[src/rtl/nnet_frame_adapter_if.sv]
// Stream bundle between the vector wrapper, the frame adapter and the HLS core.
// Handshake: a beat moves on a rising ap_clk edge where tvalid && tready are both 1; the source holds
// tvalid high and tdata/tlast unchanged until that edge, and tready may rise or fall at any time.
interface nnet_frame_adapter_if #(
  parameter int IN_W       = 32,
  parameter int NNET_IN_W  = 18,
  parameter int NNET_OUT_W = 18,
  parameter int OUT_W      = 32
);
  logic [IN_W-1:0]       s_axis_tdata;
  logic                  s_axis_tlast;
  logic                  s_axis_tvalid;
  logic                  s_axis_tready;

  logic [NNET_IN_W-1:0]  m_nnet_tdata;
  logic                  m_nnet_tlast;
  logic                  m_nnet_tvalid;
  logic                  m_nnet_tready;

  logic [NNET_OUT_W-1:0] s_nnet_tdata;
  logic                  s_nnet_tvalid;
  logic                  s_nnet_tready;

  logic [OUT_W-1:0]      m_axis_tdata;
  logic                  m_axis_tlast;
  logic                  m_axis_tvalid;
  logic                  m_axis_tready;

  // Environment side: wrapper and HLS core driving the adapter.
  modport master (
    output s_axis_tdata, s_axis_tlast, s_axis_tvalid,
    input  s_axis_tready,
    input  m_nnet_tdata, m_nnet_tlast, m_nnet_tvalid,
    output m_nnet_tready,
    output s_nnet_tdata, s_nnet_tvalid,
    input  s_nnet_tready,
    input  m_axis_tdata, m_axis_tlast, m_axis_tvalid,
    output m_axis_tready
  );

  // Adapter side.
  modport slave (
    input  s_axis_tdata, s_axis_tlast, s_axis_tvalid,
    output s_axis_tready,
    output m_nnet_tdata, m_nnet_tlast, m_nnet_tvalid,
    input  m_nnet_tready,
    input  s_nnet_tdata, s_nnet_tvalid,
    output s_nnet_tready,
    output m_axis_tdata, m_axis_tlast, m_axis_tvalid,
    input  m_axis_tready
  );
endinterface

[src/rtl/nnet_frame_adapter.sv]
// Width/framing adapter between the RFNoC vector wrapper streams and an HLS neural-net core:
// saturating input conversion with vector framing and zero padding, result extension with tlast regeneration.

module nnet_frame_adapter_skid #(
  parameter int W = 8
) (
  input  logic         clk,
  input  logic         rst_n,
  input  logic         i_clr,
  input  logic         i_push,
  input  logic [W-1:0] i_data,
  input  logic         i_ready,
  output logic         o_full,
  output logic         o_valid,
  output logic [W-1:0] o_data
);
  logic [W-1:0] r_mem [2];
  logic         r_wr_ptr;
  logic         r_rd_ptr;
  logic [1:0]   r_cnt;
  logic         w_push;
  logic         w_pop;

  assign o_valid = (r_cnt != 2'd0);
  assign o_full  = (r_cnt == 2'd2);
  assign o_data  = r_mem[r_rd_ptr];
  assign w_push  = i_push && !o_full;
  assign w_pop   = o_valid && i_ready;

  always_ff @(posedge clk or negedge rst_n) begin
    if (!rst_n) begin
      r_mem[0] <= '0;
      r_mem[1] <= '0;
      r_wr_ptr <= 1'b0;
      r_rd_ptr <= 1'b0;
      r_cnt    <= 2'd0;
    end else if (i_clr) begin
      r_mem[0] <= '0;
      r_mem[1] <= '0;
      r_wr_ptr <= 1'b0;
      r_rd_ptr <= 1'b0;
      r_cnt    <= 2'd0;
    end else begin
      // The head entry is never overwritten while occupied, so output data stays stable under backpressure.
      if (w_push) begin
        r_mem[r_wr_ptr] <= i_data;
        r_wr_ptr        <= ~r_wr_ptr;
      end
      if (w_pop) r_rd_ptr <= ~r_rd_ptr;
      r_cnt <= r_cnt + 2'(w_push) - 2'(w_pop);
    end
  end
endmodule

module nnet_frame_adapter #(
  parameter int IN_W       = 32,
  parameter int NNET_IN_W  = 18,
  parameter int NNET_OUT_W = 18,
  parameter int OUT_W      = 32,
  parameter int CNT_W      = 16,
  parameter bit SAT_IN     = 1'b1
) (
  input  logic             ap_clk,
  input  logic             ap_rst_n,
  input  logic             clear,
  input  logic             cfg_pad_en,
  input  logic             cfg_sign_ext,
  input  logic [CNT_W-1:0] size_in,
  input  logic             size_in_vld,
  input  logic [CNT_W-1:0] size_out,
  input  logic             size_out_vld,
  nnet_frame_adapter_if.slave bus,
  output logic [CNT_W-1:0] stat_vec_in,
  output logic [CNT_W-1:0] stat_vec_out,
  output logic [CNT_W-1:0] stat_short,
  output logic             busy,
  output logic [1:0]       dbg_in_state
);
  typedef enum logic [1:0] {IN_IDLE = 2'd0, IN_RUN = 2'd1, IN_PAD = 2'd2} in_state_t;

  localparam logic [NNET_IN_W-1:0] SAT_MAX = {1'b0, {(NNET_IN_W-1){1'b1}}};
  localparam logic [NNET_IN_W-1:0] SAT_MIN = {1'b1, {(NNET_IN_W-1){1'b0}}};

  function automatic logic [CNT_W-1:0] sat_inc(input logic [CNT_W-1:0] v);
    return (&v) ? v : v + CNT_W'(1);
  endfunction

  in_state_t          r_in_state;
  in_state_t          w_in_state_nxt;
  logic [CNT_W-1:0]   r_size_in;
  logic [CNT_W-1:0]   r_size_in_act;
  logic [CNT_W-1:0]   r_in_cnt;
  logic [CNT_W-1:0]   r_size_out;
  logic [CNT_W-1:0]   r_size_out_act;
  logic [CNT_W-1:0]   r_out_cnt;
  logic [CNT_W-1:0]   r_stat_vec_in;
  logic [CNT_W-1:0]   r_stat_vec_out;
  logic [CNT_W-1:0]   r_stat_short;

  logic [IN_W-NNET_IN_W:0] w_in_top;
  logic                    w_in_fits;
  logic [NNET_IN_W-1:0]    w_in_conv;
  logic [CNT_W-1:0]        w_in_size;
  logic                    w_in_last;
  logic                    w_in_full;
  logic                    w_in_valid;
  logic [NNET_IN_W:0]      w_in_head;
  logic                    w_s_ready;
  logic                    w_in_push;
  logic [NNET_IN_W-1:0]    w_in_data;
  logic                    w_short;

  logic [OUT_W-1:0]        w_res_sext;
  logic [OUT_W-1:0]        w_res_zext;
  logic [OUT_W-1:0]        w_res_ext;
  logic [CNT_W-1:0]        w_out_size;
  logic                    w_out_last;
  logic                    w_out_full;
  logic                    w_out_ready;
  logic                    w_out_push;
  logic                    w_out_valid;
  logic [OUT_W:0]          w_out_head;

  // Input conversion: the sample fits when every bit from the field sign bit upward agrees.
  assign w_in_top  = bus.s_axis_tdata[IN_W-1:NNET_IN_W-1];
  assign w_in_fits = (&w_in_top) || !(|w_in_top);

  always_comb begin
    w_in_conv = bus.s_axis_tdata[NNET_IN_W-1:0];
    if (SAT_IN && !w_in_fits) w_in_conv = bus.s_axis_tdata[IN_W-1] ? SAT_MIN : SAT_MAX;
  end

  // A newly loaded size is only picked up at a vector boundary.
  assign w_in_size = (r_in_cnt == '0) ? r_size_in : r_size_in_act;
  assign w_in_last = (r_in_cnt == w_in_size - CNT_W'(1));

  always_comb begin
    w_in_state_nxt = r_in_state;
    w_s_ready      = 1'b0;
    w_in_push      = 1'b0;
    w_in_data      = w_in_conv;
    w_short        = 1'b0;
    case (r_in_state)
      IN_IDLE: begin
        if (r_size_in != '0) w_in_state_nxt = IN_RUN;
      end
      IN_RUN: begin
        if (w_in_size == '0) begin
          w_in_state_nxt = IN_IDLE;
        end else begin
          w_s_ready = !w_in_full;
          if (bus.s_axis_tvalid && w_s_ready) begin
            w_in_push = 1'b1;
            if (bus.s_axis_tlast && !w_in_last) begin
              w_short = 1'b1;
              if (cfg_pad_en) w_in_state_nxt = IN_PAD;
            end
          end
        end
      end
      IN_PAD: begin
        w_in_data = '0;
        w_in_push = !w_in_full;
        if (w_in_push && w_in_last) w_in_state_nxt = IN_RUN;
      end
      default: w_in_state_nxt = IN_IDLE;
    endcase
  end

  always_ff @(posedge ap_clk or negedge ap_rst_n) begin
    if (!ap_rst_n)  r_in_state <= IN_IDLE;
    else if (clear) r_in_state <= IN_IDLE;
    else            r_in_state <= w_in_state_nxt;
  end

  nnet_frame_adapter_skid #(.W(NNET_IN_W + 1)) u_in_skid (
    .clk     (ap_clk),
    .rst_n   (ap_rst_n),
    .i_clr   (clear),
    .i_push  (w_in_push),
    .i_data  ({w_in_last, w_in_data}),
    .i_ready (bus.m_nnet_tready),
    .o_full  (w_in_full),
    .o_valid (w_in_valid),
    .o_data  (w_in_head)
  );

  assign bus.s_axis_tready = w_s_ready;
  assign bus.m_nnet_tvalid = w_in_valid;
  assign bus.m_nnet_tdata  = w_in_head[NNET_IN_W-1:0];
  assign bus.m_nnet_tlast  = w_in_valid && w_in_head[NNET_IN_W];

  // Result extension and framing.
  assign w_res_sext  = OUT_W'($signed(bus.s_nnet_tdata));
  assign w_res_zext  = OUT_W'(bus.s_nnet_tdata);
  assign w_res_ext   = cfg_sign_ext ? w_res_sext : w_res_zext;
  assign w_out_size  = (r_out_cnt == '0) ? r_size_out : r_size_out_act;
  assign w_out_last  = (r_out_cnt == w_out_size - CNT_W'(1));
  assign w_out_ready = (w_out_size != '0) && !w_out_full;
  assign w_out_push  = bus.s_nnet_tvalid && w_out_ready;

  nnet_frame_adapter_skid #(.W(OUT_W + 1)) u_out_skid (
    .clk     (ap_clk),
    .rst_n   (ap_rst_n),
    .i_clr   (clear),
    .i_push  (w_out_push),
    .i_data  ({w_out_last, w_res_ext}),
    .i_ready (bus.m_axis_tready),
    .o_full  (w_out_full),
    .o_valid (w_out_valid),
    .o_data  (w_out_head)
  );

  assign bus.s_nnet_tready = w_out_ready;
  assign bus.m_axis_tvalid = w_out_valid;
  assign bus.m_axis_tdata  = w_out_head[OUT_W-1:0];
  assign bus.m_axis_tlast  = w_out_valid && w_out_head[OUT_W];

  always_ff @(posedge ap_clk or negedge ap_rst_n) begin
    if (!ap_rst_n) begin
      r_size_in      <= '0;
      r_size_in_act  <= '0;
      r_in_cnt       <= '0;
      r_size_out     <= '0;
      r_size_out_act <= '0;
      r_out_cnt      <= '0;
      r_stat_vec_in  <= '0;
      r_stat_vec_out <= '0;
      r_stat_short   <= '0;
    end else if (clear) begin
      r_size_in      <= '0;
      r_size_in_act  <= '0;
      r_in_cnt       <= '0;
      r_size_out     <= '0;
      r_size_out_act <= '0;
      r_out_cnt      <= '0;
      r_stat_vec_in  <= '0;
      r_stat_vec_out <= '0;
      r_stat_short   <= '0;
    end else begin
      if (size_in_vld)  r_size_in  <= size_in;
      if (size_out_vld) r_size_out <= size_out;
      if (w_in_push) begin
        if (r_in_cnt == '0) r_size_in_act <= r_size_in;
        if (w_in_last) begin
          r_in_cnt      <= '0;
          r_stat_vec_in <= sat_inc(r_stat_vec_in);
        end else begin
          r_in_cnt <= r_in_cnt + CNT_W'(1);
        end
      end
      if (w_short) r_stat_short <= sat_inc(r_stat_short);
      if (w_out_push) begin
        if (r_out_cnt == '0) r_size_out_act <= r_size_out;
        if (w_out_last) begin
          r_out_cnt      <= '0;
          r_stat_vec_out <= sat_inc(r_stat_vec_out);
        end else begin
          r_out_cnt <= r_out_cnt + CNT_W'(1);
        end
      end
    end
  end

  assign stat_vec_in  = r_stat_vec_in;
  assign stat_vec_out = r_stat_vec_out;
  assign stat_short   = r_stat_short;
  assign busy         = (r_in_state != IN_IDLE) || w_in_valid || w_out_valid;
  assign dbg_in_state = r_in_state;
endmodule

[src/flat_wrapper.sv]
// flat-port wrapper written by rule: the top's interface ports become plain ports
module nnet_frame_adapter_flat 
#(
  parameter int IN_W       = 32,
  parameter int NNET_IN_W  = 18,
  parameter int NNET_OUT_W = 18,
  parameter int OUT_W      = 32,
  parameter int CNT_W      = 16,
  parameter bit SAT_IN     = 1'b1
)
  (ap_clk, ap_rst_n, clear, cfg_pad_en, cfg_sign_ext, size_in, size_in_vld, size_out, size_out_vld, stat_vec_in, stat_vec_out, stat_short, busy, dbg_in_state, bus_s_axis_tdata, bus_s_axis_tlast, bus_s_axis_tvalid, bus_s_axis_tready, bus_m_nnet_tdata, bus_m_nnet_tlast, bus_m_nnet_tvalid, bus_m_nnet_tready, bus_s_nnet_tdata, bus_s_nnet_tvalid, bus_s_nnet_tready, bus_m_axis_tdata, bus_m_axis_tlast, bus_m_axis_tvalid, bus_m_axis_tready);
  nnet_frame_adapter_if #(.IN_W(IN_W), .NNET_IN_W(NNET_IN_W), .NNET_OUT_W(NNET_OUT_W), .OUT_W(OUT_W)) bus_i ();
  input  logic ap_clk;
  input  logic ap_rst_n;
  input  logic clear;
  input  logic cfg_pad_en;
  input  logic cfg_sign_ext;
  input  logic [CNT_W-1:0] size_in;
  input  logic size_in_vld;
  input  logic [CNT_W-1:0] size_out;
  input  logic size_out_vld;
  output logic [CNT_W-1:0] stat_vec_in;
  output logic [CNT_W-1:0] stat_vec_out;
  output logic [CNT_W-1:0] stat_short;
  output logic busy;
  output logic [1:0] dbg_in_state;
  input wire logic [$bits(bus_i.s_axis_tdata)-1:0] bus_s_axis_tdata;
  input wire logic [$bits(bus_i.s_axis_tlast)-1:0] bus_s_axis_tlast;
  input wire logic [$bits(bus_i.s_axis_tvalid)-1:0] bus_s_axis_tvalid;
  output wire logic [$bits(bus_i.s_axis_tready)-1:0] bus_s_axis_tready;
  output wire logic [$bits(bus_i.m_nnet_tdata)-1:0] bus_m_nnet_tdata;
  output wire logic [$bits(bus_i.m_nnet_tlast)-1:0] bus_m_nnet_tlast;
  output wire logic [$bits(bus_i.m_nnet_tvalid)-1:0] bus_m_nnet_tvalid;
  input wire logic [$bits(bus_i.m_nnet_tready)-1:0] bus_m_nnet_tready;
  input wire logic [$bits(bus_i.s_nnet_tdata)-1:0] bus_s_nnet_tdata;
  input wire logic [$bits(bus_i.s_nnet_tvalid)-1:0] bus_s_nnet_tvalid;
  output wire logic [$bits(bus_i.s_nnet_tready)-1:0] bus_s_nnet_tready;
  output wire logic [$bits(bus_i.m_axis_tdata)-1:0] bus_m_axis_tdata;
  output wire logic [$bits(bus_i.m_axis_tlast)-1:0] bus_m_axis_tlast;
  output wire logic [$bits(bus_i.m_axis_tvalid)-1:0] bus_m_axis_tvalid;
  input wire logic [$bits(bus_i.m_axis_tready)-1:0] bus_m_axis_tready;
  assign bus_i.s_axis_tdata = bus_s_axis_tdata;
  assign bus_i.s_axis_tlast = bus_s_axis_tlast;
  assign bus_i.s_axis_tvalid = bus_s_axis_tvalid;
  assign bus_s_axis_tready = bus_i.s_axis_tready;
  assign bus_m_nnet_tdata = bus_i.m_nnet_tdata;
  assign bus_m_nnet_tlast = bus_i.m_nnet_tlast;
  assign bus_m_nnet_tvalid = bus_i.m_nnet_tvalid;
  assign bus_i.m_nnet_tready = bus_m_nnet_tready;
  assign bus_i.s_nnet_tdata = bus_s_nnet_tdata;
  assign bus_i.s_nnet_tvalid = bus_s_nnet_tvalid;
  assign bus_s_nnet_tready = bus_i.s_nnet_tready;
  assign bus_m_axis_tdata = bus_i.m_axis_tdata;
  assign bus_m_axis_tlast = bus_i.m_axis_tlast;
  assign bus_m_axis_tvalid = bus_i.m_axis_tvalid;
  assign bus_i.m_axis_tready = bus_m_axis_tready;
  nnet_frame_adapter #(.IN_W(IN_W), .NNET_IN_W(NNET_IN_W), .NNET_OUT_W(NNET_OUT_W), .OUT_W(OUT_W), .CNT_W(CNT_W), .SAT_IN(SAT_IN)) u_core (.ap_clk(ap_clk), .ap_rst_n(ap_rst_n), .clear(clear), .cfg_pad_en(cfg_pad_en), .cfg_sign_ext(cfg_sign_ext), .size_in(size_in), .size_in_vld(size_in_vld), .size_out(size_out), .size_out_vld(size_out_vld), .bus(bus_i), .stat_vec_in(stat_vec_in), .stat_vec_out(stat_vec_out), .stat_short(stat_short), .busy(busy), .dbg_in_state(dbg_in_state));
endmodule
[config.mk]
export PLATFORM = sky130hd
export DESIGN_NAME = nnet_frame_adapter_flat
export DESIGN_NICKNAME = d
export VERILOG_FILES = /design/src/rtl/nnet_frame_adapter_if.sv /design/src/rtl/nnet_frame_adapter.sv /design/src/flat_wrapper.sv
export SDC_FILE = /design/constraint.sdc
export NUM_CORES = 1
export LEC_CHECK = 0
export CELL_PAD_IN_SITES_DETAIL_PLACEMENT = 1
export CELL_PAD_IN_SITES_GLOBAL_PLACEMENT = 2
export CORE_ASPECT_RATIO = 0.7
export CORE_MARGIN = 3
export CORE_UTILIZATION = 30
export CTS_BUF_LIST = sky130_fd_sc_hd__clkbuf_16
export DETAILED_ROUTE_END_ITERATION = 12
export PLACE_DENSITY_LB_ADDON = 0.1
export SETUP_SLACK_MARGIN = 0.02
export SLEW_MARGIN = 20
export SYNTH_ARGS = -nofsm -noshare
export SYNTH_HDL_FRONTEND = slang
export SYNTH_SLANG_ARGS = --single-unit
[constraint.sdc]
create_clock -name ap_clk -period 4.3 [get_ports ap_clk]
set_input_delay 1.075 -clock ap_clk [delete_from_list [all_inputs] [get_ports ap_clk]]
set_output_delay 1.075 -clock ap_clk [all_outputs]
set_load 0.05 [all_outputs]
# Word-level counts from Yosys, hierarchy flattened
# Index checks and enable logic that the tools add are counted.
# Widths: inputs -> output; s select.
dict set report classes {
  n_addsub 11
  order_cmp 6
  n_eq_ne 14
  mux 74
  n_bitwise 8
  n_reduce_logical 49
}
# op n
set op_table {}
lappend op_table {{$mux 16} 27}
lappend op_table {{$mux 33} 4}
lappend op_table {{$mux 66} 2}
lappend op_table {{$add 16x1->16 const B} 5}
lappend op_table {{$mux 19} 4}
lappend op_table {{$mux 38} 2}
lappend op_table {{$bwmux 66} 1}
lappend op_table {{$mux 18} 3}
lappend op_table {{$logic_not 16->1} 3}
lappend op_table {{$reduce_and 16->1} 3}
lappend op_table {{$bwmux 38} 1}
lappend op_table {{$demux 33 s1} 1}
lappend op_table {{$eq 16x16->1} 2}
lappend op_table {{$mux 32} 1}
lappend op_table {{$reduce_bool 16->1} 2}
lappend op_table {{$sub 16x1->16 const B} 2}
lappend op_table {{$reduce_bool 2->1} 14}
lappend op_table {{$demux 19 s1} 1}
lappend op_table {{$mux 2} 9}
lappend op_table {{$mux 1} 16}
lappend op_table {{$reduce_and 15->1} 1}
lappend op_table {{$reduce_or 15->1} 1}
lappend op_table {{$logic_and 1x1->1} 13}
lappend op_table {{$ge 2x2->1 const B} 4}
lappend op_table {{other kinds (19)} 40}
dict set report totals {
  ff_bits 258
}

# Logic depth before layout (Yosys ltp)
dict set report logic_depth {
  depth_word 12
  depth_mapped 20
}

# Modules after synthesis
# From an unflattened synthesis, not the netlist that was laid out.
dict set report hier_totals {
  hier_cells 1508
  hier_area_um2 14627.8
}
# module n_inst cells_per_inst area_per_inst_um2 seq_area_each_um2
set modules_own_cells {}
lappend modules_own_cells {nnet_frame_adapter 1 1149 9710.6 3653.5}
lappend modules_own_cells {{nnet_frame_adapter_skid at u_core.u_out_skid} 1 230 3083.0 1751.7}
lappend modules_own_cells {{nnet_frame_adapter_skid at u_core.u_in_skid} 1 129 1834.3 1051.0}

# Worst setup path after synthesis
# Ideal clock, no wire load.
dict set report synth_timing {
  path_type {register -> register}
  start {reg u_core.r_in_cnt[0]}
  end {reg u_core.r_stat_short[9], in the netlist u_core.stat_short[9]}
  setup_time_ns 0.120
  t_arrival_ns 4.551
  required_ns 4.180
  path_slack_ns -0.370
  stages_incl_launch_ff 20
  path_buffers 4
  synth_period_minus_slack_ns 4.670
  cell_sequence {dfrtp_1 inv_1 ha_1 nor4b_2 and4_1 buf_6 mux2i_1 ha_1 buf_2 or4b_2 nor4_1 xnor2_1 mux2i_1 xnor2_1 nand4_2 or4_1 buf_2 buf_6 and3_4 a31o_1}
}
dict set report synth_between {
  elab_chain_len 12
  elab_cells_between_ends 13
  cone_classes {1 x add/sub; 1 x eq/ne; 5 x mux; 6 x reduce/logical}
}
# element line_no
set synth_lines {}
lappend synth_lines {{start: declaration} nnet_frame_adapter.sv:92} ;# logic [CNT_W-1:0] r_in_cnt;
lappend synth_lines {{start signal: assignment} nnet_frame_adapter.sv:249} ;# r_in_cnt <= r_in_cnt + CNT_W'(1);
lappend synth_lines {{$logic_not 16->1} nnet_frame_adapter.sv:134} ;# assign w_in_size = (r_in_cnt == '0) ? r_size_in : r_size_in_act;
lappend synth_lines {{$mux 16} n/a}
lappend synth_lines {{$sub 16x1->16} nnet_frame_adapter.sv:135} ;# assign w_in_last = (r_in_cnt == w_in_size - CNT_W'(1));
lappend synth_lines {{$eq 16x16->1} nnet_frame_adapter.sv:135}
lappend synth_lines {{$logic_not 1->1} nnet_frame_adapter.sv:154} ;# if (bus.s_axis_tlast && !w_in_last) begin
lappend synth_lines {{$logic_and 1x1->1} nnet_frame_adapter.sv:154}
lappend synth_lines {{$mux 1} nnet_frame_adapter.sv:154}
lappend synth_lines {{$mux 1} nnet_frame_adapter.sv:152} ;# if (bus.s_axis_tvalid && w_s_ready) begin
lappend synth_lines {{$mux 1 (*)} nnet_frame_adapter.sv:148} ;# if (w_in_size == '0) begin
lappend synth_lines {{$mux 1 (*)} nnet_frame_adapter.sv:143} ;# case (r_in_state)
lappend synth_lines {{$reduce_bool 2->1 (no source line) (*)} n/a}
lappend synth_lines {{$reduce_and 2->1 (no source line) (*)} n/a}
lappend synth_lines {{end signal: assignment} nnet_frame_adapter.sv:252} ;# if (w_short) r_stat_short <= sat_inc(r_stat_short);
lappend synth_lines {{end: declaration} nnet_frame_adapter.sv:98} ;# logic [CNT_W-1:0] r_stat_short;
# Mark *: on every way between the ends. The rest lies on a longest branch, timed or not.
# A chain may end at the register's enable or synchronous reset.

# Worst setup path after layout
dict set report layout_timing {
  start {reg u_core.r_in_cnt[1]}
  end {out bus_s_axis_tready}
}
dict set report layout_between {
  elab_chain_len 5
}
# element line_no
set layout_lines {}
lappend layout_lines {{$logic_not 16->1} nnet_frame_adapter.sv:134}
lappend layout_lines {{$mux 16} n/a}
lappend layout_lines {{$logic_not 16->1} nnet_frame_adapter.sv:148}
lappend layout_lines {{$mux 1} nnet_frame_adapter.sv:148}
lappend layout_lines {{$mux 1} nnet_frame_adapter.sv:143}
lappend layout_lines {{end: declaration} flat_wrapper.sv:30} ;# output wire logic [$bits(bus_i.s_axis_tready)-1:0] bus_s_axis_tready;
# Every way passes these cells.

==> impl_results.md <==
- Combinational share of power: 0.379
- CP top delay family: simple AND/OR/NAND/NOR gates
- F_max: 227 MHz
- Slew Viols, Final: 0
- Yosys reg bits: 232
- Post-DP HPWL: 33100 um
- Leakage: 0.00773 uW
- Area of the multi-input gates: 0.00765 mm^2
- DR WL/cell: 19.7 um
- Nets: 1884
- Largest net degree at the start of global routing: 82
- Grt met3 use: 0.0266
- Critical path launch point type: register
- First-pass GRT wire length: 73400 um
- Clk_skew: 0.00861 ns
- Syn_nets: 1632
- Worst hold path startpoint: u_core.u_out_skid.r_mem[7]
- Layout cells sized above 1: 0.173
- CP endpoint kind: output port
- Row count: 64
- Pint: 4660 uW
- Synth cell types: 85
- Vias: 12161
- # fillers: 5077
- Power per Cell Area: 410 mW/mm^2
- Total grt overflow: 0
- Core box area: 0.0442 mm^2
- Top FF cell, synth: dfrtp_1
- Switching fraction of total power: 0.376
- CP Class: register to output port
- Max stage delay on crit path: 0.47 ns
- Peak supply drop: 0.324 mV
- Design Area, Final: 0.0182 mm^2
- Syn avg cell area: 8.95 um^2
- Starting DRT DRC Count: 578
- Vias in the first global route: 12600
- FF-to-FF path depth: 19
- Number of max-cap violations: 0
- Starting Density: 0.308
- Cell Chain, Critical Path: inv_2 -> ha_4 -> nor4b_4 -> and4_4 -> mux2i_4 -> ha_4 -> or4b_4 -> nor2_1 -> nand3_2 -> nand3_4 -> nor2b_4 -> buf_6
- Worst setup margin: -0.111 ns
- Sequential area share after synthesis: 0.427
- FF-to-FF Start: u_core.r_in_cnt[1]
- Psw: 2810 uW
- Most common library cells after synthesis: nand2_1, dfrtp_1, nor2_1
- GR Layer Usage met2: 0.305
- Run status: finished, violations left
- Drt drc: 0
- Ant. Diodes: 0
- Cells after synthesis: 1521
- Tot GR Track Use: 0.191
- Synthesized area: 0.0136 mm^2
- Reg-to-reg endpoint: u_core.stat_vec_in[10]
- HP Class: register to register
- Antenna violations before repair: 1
- RSZ-0062 raised after global routing: yes
- Count leader, synth: nand2_1
- CTS max path bufs: 3
- Post-synth EDFFs: 0
- Hold Buf Count CTS: 0
- Required time worst endpoint: 3.22 ns
- Synth area leader: dfrtp_1
- Slew @ Worst Pin: 1.03 ns
- Busiest layer in global routing: met2
- CTS Buf Count: 27
- Clock Power Share: 0.287
- Finish-stage setup viols: 18
- Gp weighted congestion: 0.803
- Vert. Die Dim: 184 um
- ANT nets after route: 0
- Pwr Total: 7470 uW
- Minimum clock period: 4.41 ns
- Synth async-reset ratio: 1.00
- Met1 Use GR: 0.276
- CP most frequent cell: ha_4
- Final period utilization: 1.03
- FF-to-FF setup slack: -0.05 ns
- Clock Latency Late Sink: 0.55 ns
- Pre-Repair DR Iteration Count: 4
- FF/Latch Area: 0.00581 mm^2
- Worst path bufs/invs: 2
- Clock tree root buffer cell: clkbuf_16
- Violated checks: negative setup slack
- Drt total wl: 47100 um
- CTS tree: done
- Post-synth top area share: 0.427
- Synth top area cells: dfrtp_1, nand2_1, mux2i_1
- Area Growth Syn to Fin: 33.8%
- Final Util: 0.412
- YS warnings: 0
- Worst-path fanout max: 3
- PortBufs: 200
- Crit path DAT: 3.34 ns
- Dpl cell area: 0.0167 mm^2
- Clk slew on worst S/H paths: 0.06 ns
- Die area: 0.0480 mm^2
- Die width: 261 um
- Seq pwr share: 0.333
- Drt via density: 5.10
- I/O pin total: 201
- Relative slew slack: 0.311
- Hold depth: 2
- Max H-tree Level: 1
- Crit-path slowest cell: or4b_4
- Worst hold endpoint: u_core.u_out_skid.r_mem[7]
- Hold Vio Cnt, Final: 0
- Clock sinks: 232
-- state kept, by name, summed over array words and instances (netlist names), 16 cells and up --
signal / flops
u_core.u_in_skid.r_mem: 38
u_core.r_size_in: 16
u_core.stat_vec_out: 16
u_core.stat_vec_in: 16
u_core.u_out_skid.r_mem: 40
u_core.r_out_cnt: 16
u_core.stat_short: 16
u_core.r_size_out_act: 16
u_core.r_in_cnt: 16
u_core.r_size_in_act: 16
u_core.r_size_out: 16
-- through the flow --
stage	std cells	setup WS, ns	setup TNS (ns)	hold WS, ns
after floorplan	1521	-0.0801	-0.412	0.496
after global placement	2306	-0.0824	-0.432	0.505
after detailed placement	2306	-0.230	-4.44	0.513
after CTS	2369	-0.228	-1.09	0.521
after global routing	2386	-0.319	-11.31	0.538
final	2386	-0.111	-0.560	0.515
-- cell families (layout without fill, tap and decap cells) --
family | Yosys count | count (layout) | synth area share
simple gates | 651 | 652 | 0.238
compound gates | 282 | 282 | 0.127
flops | 232 | 232 | 0.427
buf+inv | 139 | 409 | 0.0485
mux | 126 | 126 | 0.0968
xor+xnor | 74 | 74 | 0.0476
fa+ha+maj | 17 | 17 | 0.0156
-- metal layers --
layer,up-vias,part of all wire
met1,6118,0.49
met3,47,0.029
met4,2,0.019
li1,5836,-
met2,158,0.46
met5,-,0.00042
-- worst max path at each step --
stage / end / slack (ns) / cells after the start / from
2_1_floorplan: u_core.stat_short[9] / -0.08 / 19 / u_core.r_in_cnt[0]
3_3_place_gp: u_core.r_in_cnt[11] / -0.08 / 17 / u_core.r_in_cnt[0]
3_5_place_dp: u_core.r_in_cnt[11] / -0.23 / 17 / u_core.r_in_cnt[0]
4_1_cts: bus_s_axis_tready / -0.23 / 13 / u_core.r_in_cnt[1]
5_1_grt: u_core.stat_vec_in[7] / -0.32 / 19 / u_core.r_in_cnt[1]
6_report: bus_s_axis_tready / -0.11 / 12 / u_core.r_in_cnt[1]
-- area by class of cell --
type	instances	share of cell area
clock buffer	27	0.0371
clock inverter	21	0.00666
inverter	34	0.00701
multi-input combinational	1151	0.420
sequential	232	0.319
tap	594	0.0408
timing repair buffer	327	0.170
-- worst min-delay path, cell delays in order, from the launching register on --
cell	delay, ns
dfrtp_1	0.37
nand2_1	0.05
a21oi_1	0.05
-- power by group through the flow --
stage	logic, uW	registers [uW]	clock network [uW]
2_1_floorplan	1720	2490	0
6_report	2830	2490	2150
3_3_place_gp	2580	2520	0
3_5_place_dp	2610	2520	0
4_1_cts	2720	2490	2240
5_1_grt	3070	2510	2330
-- cells in the final DEF (no fill, tap or decap), types with 6 or more instances in the layout --
| cell | instances |
|---|---|
| a21oi_1 | 134 |
| mux2_2 | 42 |
| a211oi_1 | 8 |
| o21ai_2 | 6 |
| clkbuf_16 | 28 |
| a21o_1 | 8 |
| xor2_1 | 34 |
| or4_1 | 9 |
| a41oi_1 | 7 |
| a31oi_1 | 13 |
| nor3_1 | 25 |
| nand4_1 | 22 |
| clkinv_1 | 6 |
| nor2_1 | 138 |
| nor4_4 | 8 |
| nor4_1 | 18 |
| o21ai_0 | 45 |
| mux2i_1 | 77 |
| nor3b_1 | 6 |
| clkdlybuf4s50_1 | 196 |
| inv_1 | 39 |
| buf_4 | 110 |
| nand3_4 | 7 |
| ha_1 | 13 |
| buf_12 | 6 |
| dfrtp_1 | 232 |
| a221o_1 | 9 |
| nand2b_1 | 15 |
| buf_6 | 12 |
| nand2_1 | 242 |
| nand3_1 | 36 |
| and2_1 | 12 |
| or3_1 | 20 |
| nand3_2 | 7 |
| nor2b_1 | 10 |
| xnor2_1 | 33 |
| and3_1 | 24 |
-- what timing repair did --
item,in CTS,in global routing
gates resized for setup,36,65
cloned,2,2
endpoints found under the setup margin,72,124
setup buffers,13,18
pin swaps,19,34
No activity file was read; power rests on OpenSTA's default activity.
